===== src/rtl/hazard_stall_unit.sv =====
// hazard_stall_unit
// Produces the stall/flush controls for the PC, IF_ID and ID_EXE pipeline
// registers. Detects load-use hazards (ID vs EXE), taken branches resolved
// in EXE and data-memory wait states, sequences multi-cycle stalls/flushes
// with a small FSM plus down-counter, and keeps a saturating count of
// stalled cycles.
//
// Ports:
//   clock, reset                 rising-edge clock, synchronous active-high reset
//   ID_UC_B_R_Signal_Read        ID instruction reads the register bank
//   ID_RS1, ID_RS2, ID_USES_RS2  ID source registers / RS2 in use
//   EXE_UC_MemPara_B_Reg         EXE instruction is a load
//   EXE_UC_B_R_Signal_Write      EXE instruction writes the register bank
//   EXE_RD                       EXE destination register
//   EXE_BRANCH_TAKEN             branch in EXE resolved taken
//   MEM_DADO_BUSY                data memory not ready, freeze pipeline
//   PC_stall, IF_ID_stall, IF_ID_flush, ID_EXE_stall, ID_EXE_flush
//                                combinational pipeline controls
//   HZ_STATE                     current FSM state
//   HZ_STALL_COUNT               saturating count of PC_stall cycles
module hazard_stall_unit #(
  parameter int REG_ADDR_W          = 5,
  parameter int LOAD_STALL_CYCLES   = 1,
  parameter int BRANCH_FLUSH_CYCLES = 2,
  parameter int CNT_W               = 4
) (
  input  logic                  clock,
  input  logic                  reset,
  input  logic                  ID_UC_B_R_Signal_Read,
  input  logic [REG_ADDR_W-1:0] ID_RS1,
  input  logic [REG_ADDR_W-1:0] ID_RS2,
  input  logic                  ID_USES_RS2,
  input  logic                  EXE_UC_MemPara_B_Reg,
  input  logic                  EXE_UC_B_R_Signal_Write,
  input  logic [REG_ADDR_W-1:0] EXE_RD,
  input  logic                  EXE_BRANCH_TAKEN,
  input  logic                  MEM_DADO_BUSY,
  output logic                  PC_stall,
  output logic                  IF_ID_stall,
  output logic                  IF_ID_flush,
  output logic                  ID_EXE_stall,
  output logic                  ID_EXE_flush,
  output logic [1:0]            HZ_STATE,
  output logic [15:0]           HZ_STALL_COUNT
);

  typedef enum logic [1:0] {
    ST_IDLE         = 2'd0,
    ST_LOAD_STALL   = 2'd1,
    ST_BRANCH_FLUSH = 2'd2,
    ST_MEM_WAIT     = 2'd3
  } hz_state_e;

  hz_state_e             state_r, state_nxt_s;
  hz_state_e             saved_r, saved_nxt_s;
  hz_state_e             eff_state_s;
  logic [CNT_W-1:0]      cnt_r, cnt_nxt_s;
  logic [15:0]           stall_cnt_r;
  logic                  hz_s;
  logic                  pc_stall_s, if_id_stall_s, if_id_flush_s;
  logic                  id_exe_stall_s, id_exe_flush_s;

  // Load-use hazard: a load in EXE writes a register the ID instruction reads.
  assign hz_s = EXE_UC_MemPara_B_Reg & EXE_UC_B_R_Signal_Write &
                (EXE_RD != {REG_ADDR_W{1'b0}}) & ID_UC_B_R_Signal_Read &
                ((ID_RS1 == EXE_RD) | (ID_USES_RS2 & (ID_RS2 == EXE_RD)));

  // Leaving a memory freeze resumes whatever sequence was interrupted.
  assign eff_state_s = (state_r == ST_MEM_WAIT) ? saved_r : state_r;

  // Next-state, counter and control-output decode in priority order.
  always_comb begin
    state_nxt_s    = state_r;
    saved_nxt_s    = saved_r;
    cnt_nxt_s      = cnt_r;
    pc_stall_s     = 1'b0;
    if_id_stall_s  = 1'b0;
    if_id_flush_s  = 1'b0;
    id_exe_stall_s = 1'b0;
    id_exe_flush_s = 1'b0;
    if (reset) begin
      state_nxt_s = ST_IDLE;
      saved_nxt_s = ST_IDLE;
      cnt_nxt_s   = {CNT_W{1'b0}};
    end else if (MEM_DADO_BUSY) begin
      pc_stall_s     = 1'b1;
      if_id_stall_s  = 1'b1;
      id_exe_stall_s = 1'b1;
      state_nxt_s    = ST_MEM_WAIT;
      if (state_r != ST_MEM_WAIT) begin
        saved_nxt_s = state_r;
      end else begin
        saved_nxt_s = saved_r;
      end
    end else if (EXE_BRANCH_TAKEN) begin
      if_id_flush_s  = 1'b1;
      id_exe_flush_s = 1'b1;
      if (BRANCH_FLUSH_CYCLES > 1) begin
        state_nxt_s = ST_BRANCH_FLUSH;
        cnt_nxt_s   = CNT_W'(BRANCH_FLUSH_CYCLES - 1);
      end else begin
        state_nxt_s = ST_IDLE;
      end
    end else begin
      case (eff_state_s)
        ST_BRANCH_FLUSH: begin
          if_id_flush_s  = 1'b1;
          id_exe_flush_s = 1'b1;
          if (cnt_r == CNT_W'(1)) begin
            state_nxt_s = ST_IDLE;
            cnt_nxt_s   = {CNT_W{1'b0}};
          end else begin
            state_nxt_s = ST_BRANCH_FLUSH;
            cnt_nxt_s   = cnt_r - CNT_W'(1);
          end
        end
        ST_LOAD_STALL: begin
          pc_stall_s     = 1'b1;
          if_id_stall_s  = 1'b1;
          id_exe_flush_s = 1'b1;
          if (cnt_r == CNT_W'(1)) begin
            state_nxt_s = ST_IDLE;
            cnt_nxt_s   = {CNT_W{1'b0}};
          end else begin
            state_nxt_s = ST_LOAD_STALL;
            cnt_nxt_s   = cnt_r - CNT_W'(1);
          end
        end
        ST_IDLE: begin
          if (hz_s) begin
            pc_stall_s     = 1'b1;
            if_id_stall_s  = 1'b1;
            id_exe_flush_s = 1'b1;
            if (LOAD_STALL_CYCLES > 1) begin
              state_nxt_s = ST_LOAD_STALL;
              cnt_nxt_s   = CNT_W'(LOAD_STALL_CYCLES - 1);
            end else begin
              state_nxt_s = ST_IDLE;
            end
          end else begin
            state_nxt_s = ST_IDLE;
          end
        end
        default: begin
          // saved state is never MEM_WAIT; recover to IDLE defensively
          state_nxt_s = ST_IDLE;
          cnt_nxt_s   = {CNT_W{1'b0}};
        end
      endcase
    end
  end

  // FSM, saved-state and sequencing-counter registers.
  always_ff @(posedge clock) begin
    state_r <= state_nxt_s;
    saved_r <= saved_nxt_s;
    cnt_r   <= cnt_nxt_s;
  end

  // Saturating count of cycles in which the PC was held.
  always_ff @(posedge clock) begin
    if (reset) begin
      stall_cnt_r <= 16'd0;
    end else if (pc_stall_s && (stall_cnt_r != 16'hFFFF)) begin
      stall_cnt_r <= stall_cnt_r + 16'd1;
    end else begin
      stall_cnt_r <= stall_cnt_r;
    end
  end

  assign PC_stall       = pc_stall_s;
  assign IF_ID_stall    = if_id_stall_s;
  assign IF_ID_flush    = if_id_flush_s;
  assign ID_EXE_stall   = id_exe_stall_s;
  assign ID_EXE_flush   = id_exe_flush_s;
  assign HZ_STATE       = state_r;
  assign HZ_STALL_COUNT = stall_cnt_r;

endmodule


===== config.mk =====
export PLATFORM = sky130hd
export DESIGN_NAME = hazard_stall_unit
export DESIGN_NICKNAME = d
export VERILOG_FILES = /design/src/rtl/hazard_stall_unit.sv
export SDC_FILE = /design/constraint.sdc
export NUM_CORES = 1
export LEC_CHECK = 0
export ABC_AREA = 1
export CAP_MARGIN = 20
export CORE_MARGIN = 2
export CORE_UTILIZATION = 48
export CTS_CLUSTER_DIAMETER = 200
export DETAILED_ROUTE_END_ITERATION = 7
export HOLD_SLACK_MARGIN = 0.06
export PLACE_DENSITY = 0.79
export SYNTH_ARGS = -nofsm -noshare
export SYNTH_HDL_FRONTEND = slang
export SYNTH_SLANG_ARGS = --single-unit

===== constraint.sdc =====
create_clock -name clock -period 2.85 [get_ports clock]
set_input_delay 0.57 -clock clock [delete_from_list [all_inputs] [get_ports clock]]
set_output_delay 0.57 -clock clock [all_outputs]
set_load 0.005 [all_outputs]

==> results.md <==
- EDFF count, synth: 0
- Routed len/inst: 10.78 um
- Crit path from: EXE_RD[1]
- Yosys warns: 0
- Flops & latches, synth: 24
- Status: finished clean
- Cell taking the most area after synthesis: dfxtp_1
- Min cycle time layout: 2.631 ns
- Initial antenna violation count: 0
- Avg Inst Size Synth: 6.706 um2
- Post-synth ARST share: 0
- Top-count cell post-synth: nand2_1
- Synth Flop Type: dfxtp_1
- Syn nets: 286
- Routed wire length: 3827 um
- Clk Latency, worst-skew pair: 0.31 ns
- Ports: 46
- CP Cell Sequence: clkdlybuf4s50_1 > inv_1 > nand2_1 > nand2_1 > nor2_1 > nand3_1 > nand2_1 > nand2_1 > a21oi_1 > nor2_1 > nor2_1 > dlygate4sd2_1
- Crit path buffers/inverters: 3
- Die height: 63.80 um
- Pin count of the biggest net entering global routing: 15
- RePlAce Congestion: 0.8634
- GRT Total Usage: 0.2049
- Worst EP required: 2.28 ns
- Clock power share: 0.321
- Via Count: 1728
- Pre-CTS setup slack: -0.08208 ns
- Period Utilization, post-route: 0.9233
- Sequential fraction of the synthesis area: 0.2799
- Core Region: 3390 um2
- Cell area after technology mapping: 1717 um2
- Flop pwr share: 0.466
- Largest cells by area after synthesis: dfxtp_1 (28%), nand2_1 (13%), inv_1 (8.5%)
- Inserted Diodes: 0
- Combinational Power Share: 0.213
- Layout Skew: 0.004698 ns
- Max-cap violations: 0
- Slew at the pin with the worst max-slew slack: 0.3791 ns
- Worst Setup End Kind: output pin
- Design Area, Final: 2301 um2
- Initial Utilization: 0.5065
- Worst min-delay path startpoint: saved_r[0]
- Pwr dens: 328.7 nW/um2
- Hold crit path type: flop to flop
- Fin worst setup slack: 0.2186 ns
- Slew Limit Headroom: 0.7473
- Grt ovf: 0
- Placed inst area: 2247 um2
- Lkg Pwr: 1.028 nW
- Hold buffer count at CTS: 0
- CTS Root Cell: clkbuf_4
- Final hold viol count: 0
- 1st-iter DRT viols: 70
- Maximum root-to-sink buffer count: 2
- Die area: 4070 um2
- Vias in the first global route: 1645
- Core Util, Final: 0.6788
- Die width: 63.80 um
- Yosys top cell area share: 0.2799
- First-pass GRT wire length: 6858 um
- Post-synth top cells: nand2_1 (60), inv_1 (39), nand3_1 (26)
- CP peak stage delay: 0.50 ns
- Nets@finish: 340
- CP top delay family: buffers and inverters
- RSZ-0062 raised after global routing: false
- Worst Path Max Fanout: 3
- Crit Path Category: input port to output pin
- CTS tree: yes
- H-tree levels: 1
- Port Buffer Count: 45
- Area growth syn-to-layout: 34.04%
- Int Power: 0.5668 mW
- First drt pass iteration count: 5
- Setup violators final: 0
- Synth unique cells: 29
- Max IR drop VDD: 292.8 uV
- Fraction of layout cells with a size suffix above 1: 0.1327
- Number of vias per cell: 4.868
- Pins Over Slew Limit: 0
- Layout fillers: 285
- Highest clock rate: 0.3800 GHz
- Switch share: 0.2506
- Placed wire-length estimate: 2999 um
- Sw Pwr: 0.1896 mW
- Most used cell along the critical path: nand2_1
- CTS Buf Count: 3
- ANT nets after route: 0
- CP startpoint kind: input port
- Num rows: 21
- # DRC: 0
- Post-Synthesis Cells: 256
- Clock transition at the registers of the reported paths: 0.13 ns
- Slowest CP cell: clkdlybuf4s50_1
- Critical Path AT: 2.06 ns
- # clock sinks: 24
- R2R Path Start: HZ_STATE[1]
final timing paths:
path | cells past startpoint | slack (ns) | end
max | 12 | 0.22 | ID_EXE_flush
min | 2 | 0.49 | saved_r[0]
max reg2reg | 9 | 0.83 | cnt_r[3]
min reg2reg | 2 | 0.49 | saved_r[0]
flip-flops by register name, summed over array words and instances (netlist names):
name,flops
HZ_STATE,2
cnt_r,4
saved_r,2
HZ_STALL_COUNT,16
layer usage:
layer  vias to the layer above  global-route usage  part of all wire
li1                        927                   -                 -
met1                       751              0.2698              0.49
met2                        48              0.3411              0.45
met3                         2             0.04225             0.052
met4                         0             0.05163            0.0057
met5                         -                   0                 0
worst min-delay path, delay by kind of cell, from the launching register on:
family	cells	cell delay, ns
DFF	1	0.35
AOI/OAI and AO/OA	1	0.04
and+or+nand+nor	1	0.07
cells in the final DEF, fill, tap and decap left out, drive strengths merged:
cell type and instances:
nor2 26, o21bai 1, nor3 8, o21ai 1, ha 7, inv 42, dlygate4sd2 6, xor2 8
a221oi 2, bufinv 1, buf 10, xnor2 3, clkdlybuf4s50 38, dlymetal6s2s 1, nand3 32, dfxtp 24
a31oi 2, nor4 1, clkbuf 3, nand4 3, a21oi 24, nand2 66
layout make-up:
type	instances	area, um2	share of cell area
multi-input cells	184	1030	0.4475
repair buffers	55	520.5	0.2262
flip-flops and latches	24	483.0	0.2099
inverters	42	157.7	0.06852
well taps	46	57.56	0.02501
clock inverters	1	30.03	0.01305
clock buffers	3	22.52	0.009788
power by group through the flow:
stage          Sequential [mW]  Combinational, mW  Clock [mW]
3_3_place_gp             0.359              0.161           0
4_1_cts                  0.352              0.161       0.253
3_5_place_dp             0.359              0.163           0
2_1_floorplan            0.358             0.0886           0
6_report                 0.352              0.161       0.243
5_1_grt                  0.354              0.182       0.267
cell families (layout without fill, tap and decap cells):
family | Yosys count | in the layout | share of synthesized area
flops | 24 | 24 | 0.2799
xor+xnor | 11 | 11 | 0.05613
fa+ha+maj | 7 | 7 | 0.05102
buf+inv | 48 | 101 | 0.1224
simple gates | 136 | 136 | 0.3870
compound gates | 30 | 30 | 0.1035
per-stage QoR:
stage / setup TNS [ns] / instances / total power, mW / hold slack [ns]
finish: 0 / 355 / 0.7564 / 0.4870
detailed placement: -0.1712 / 351 / 0.5225 / 0.4626
global placement: -0.05849 / 351 / 0.5202 / 0.4506
CTS: 0 / 355 / 0.7666 / 0.4861
floorplan: 0 / 256 / 0.4465 / 0.4367
global route: 0 / 355 / 0.8034 / 0.5054
timing repair:
item                       CTS  global route
gates resized for setup      7             3
setup buffers                0             0
gates cloned                 0             0
setup endpoints to repair    3             3
(Power assumes the default switching activity.)
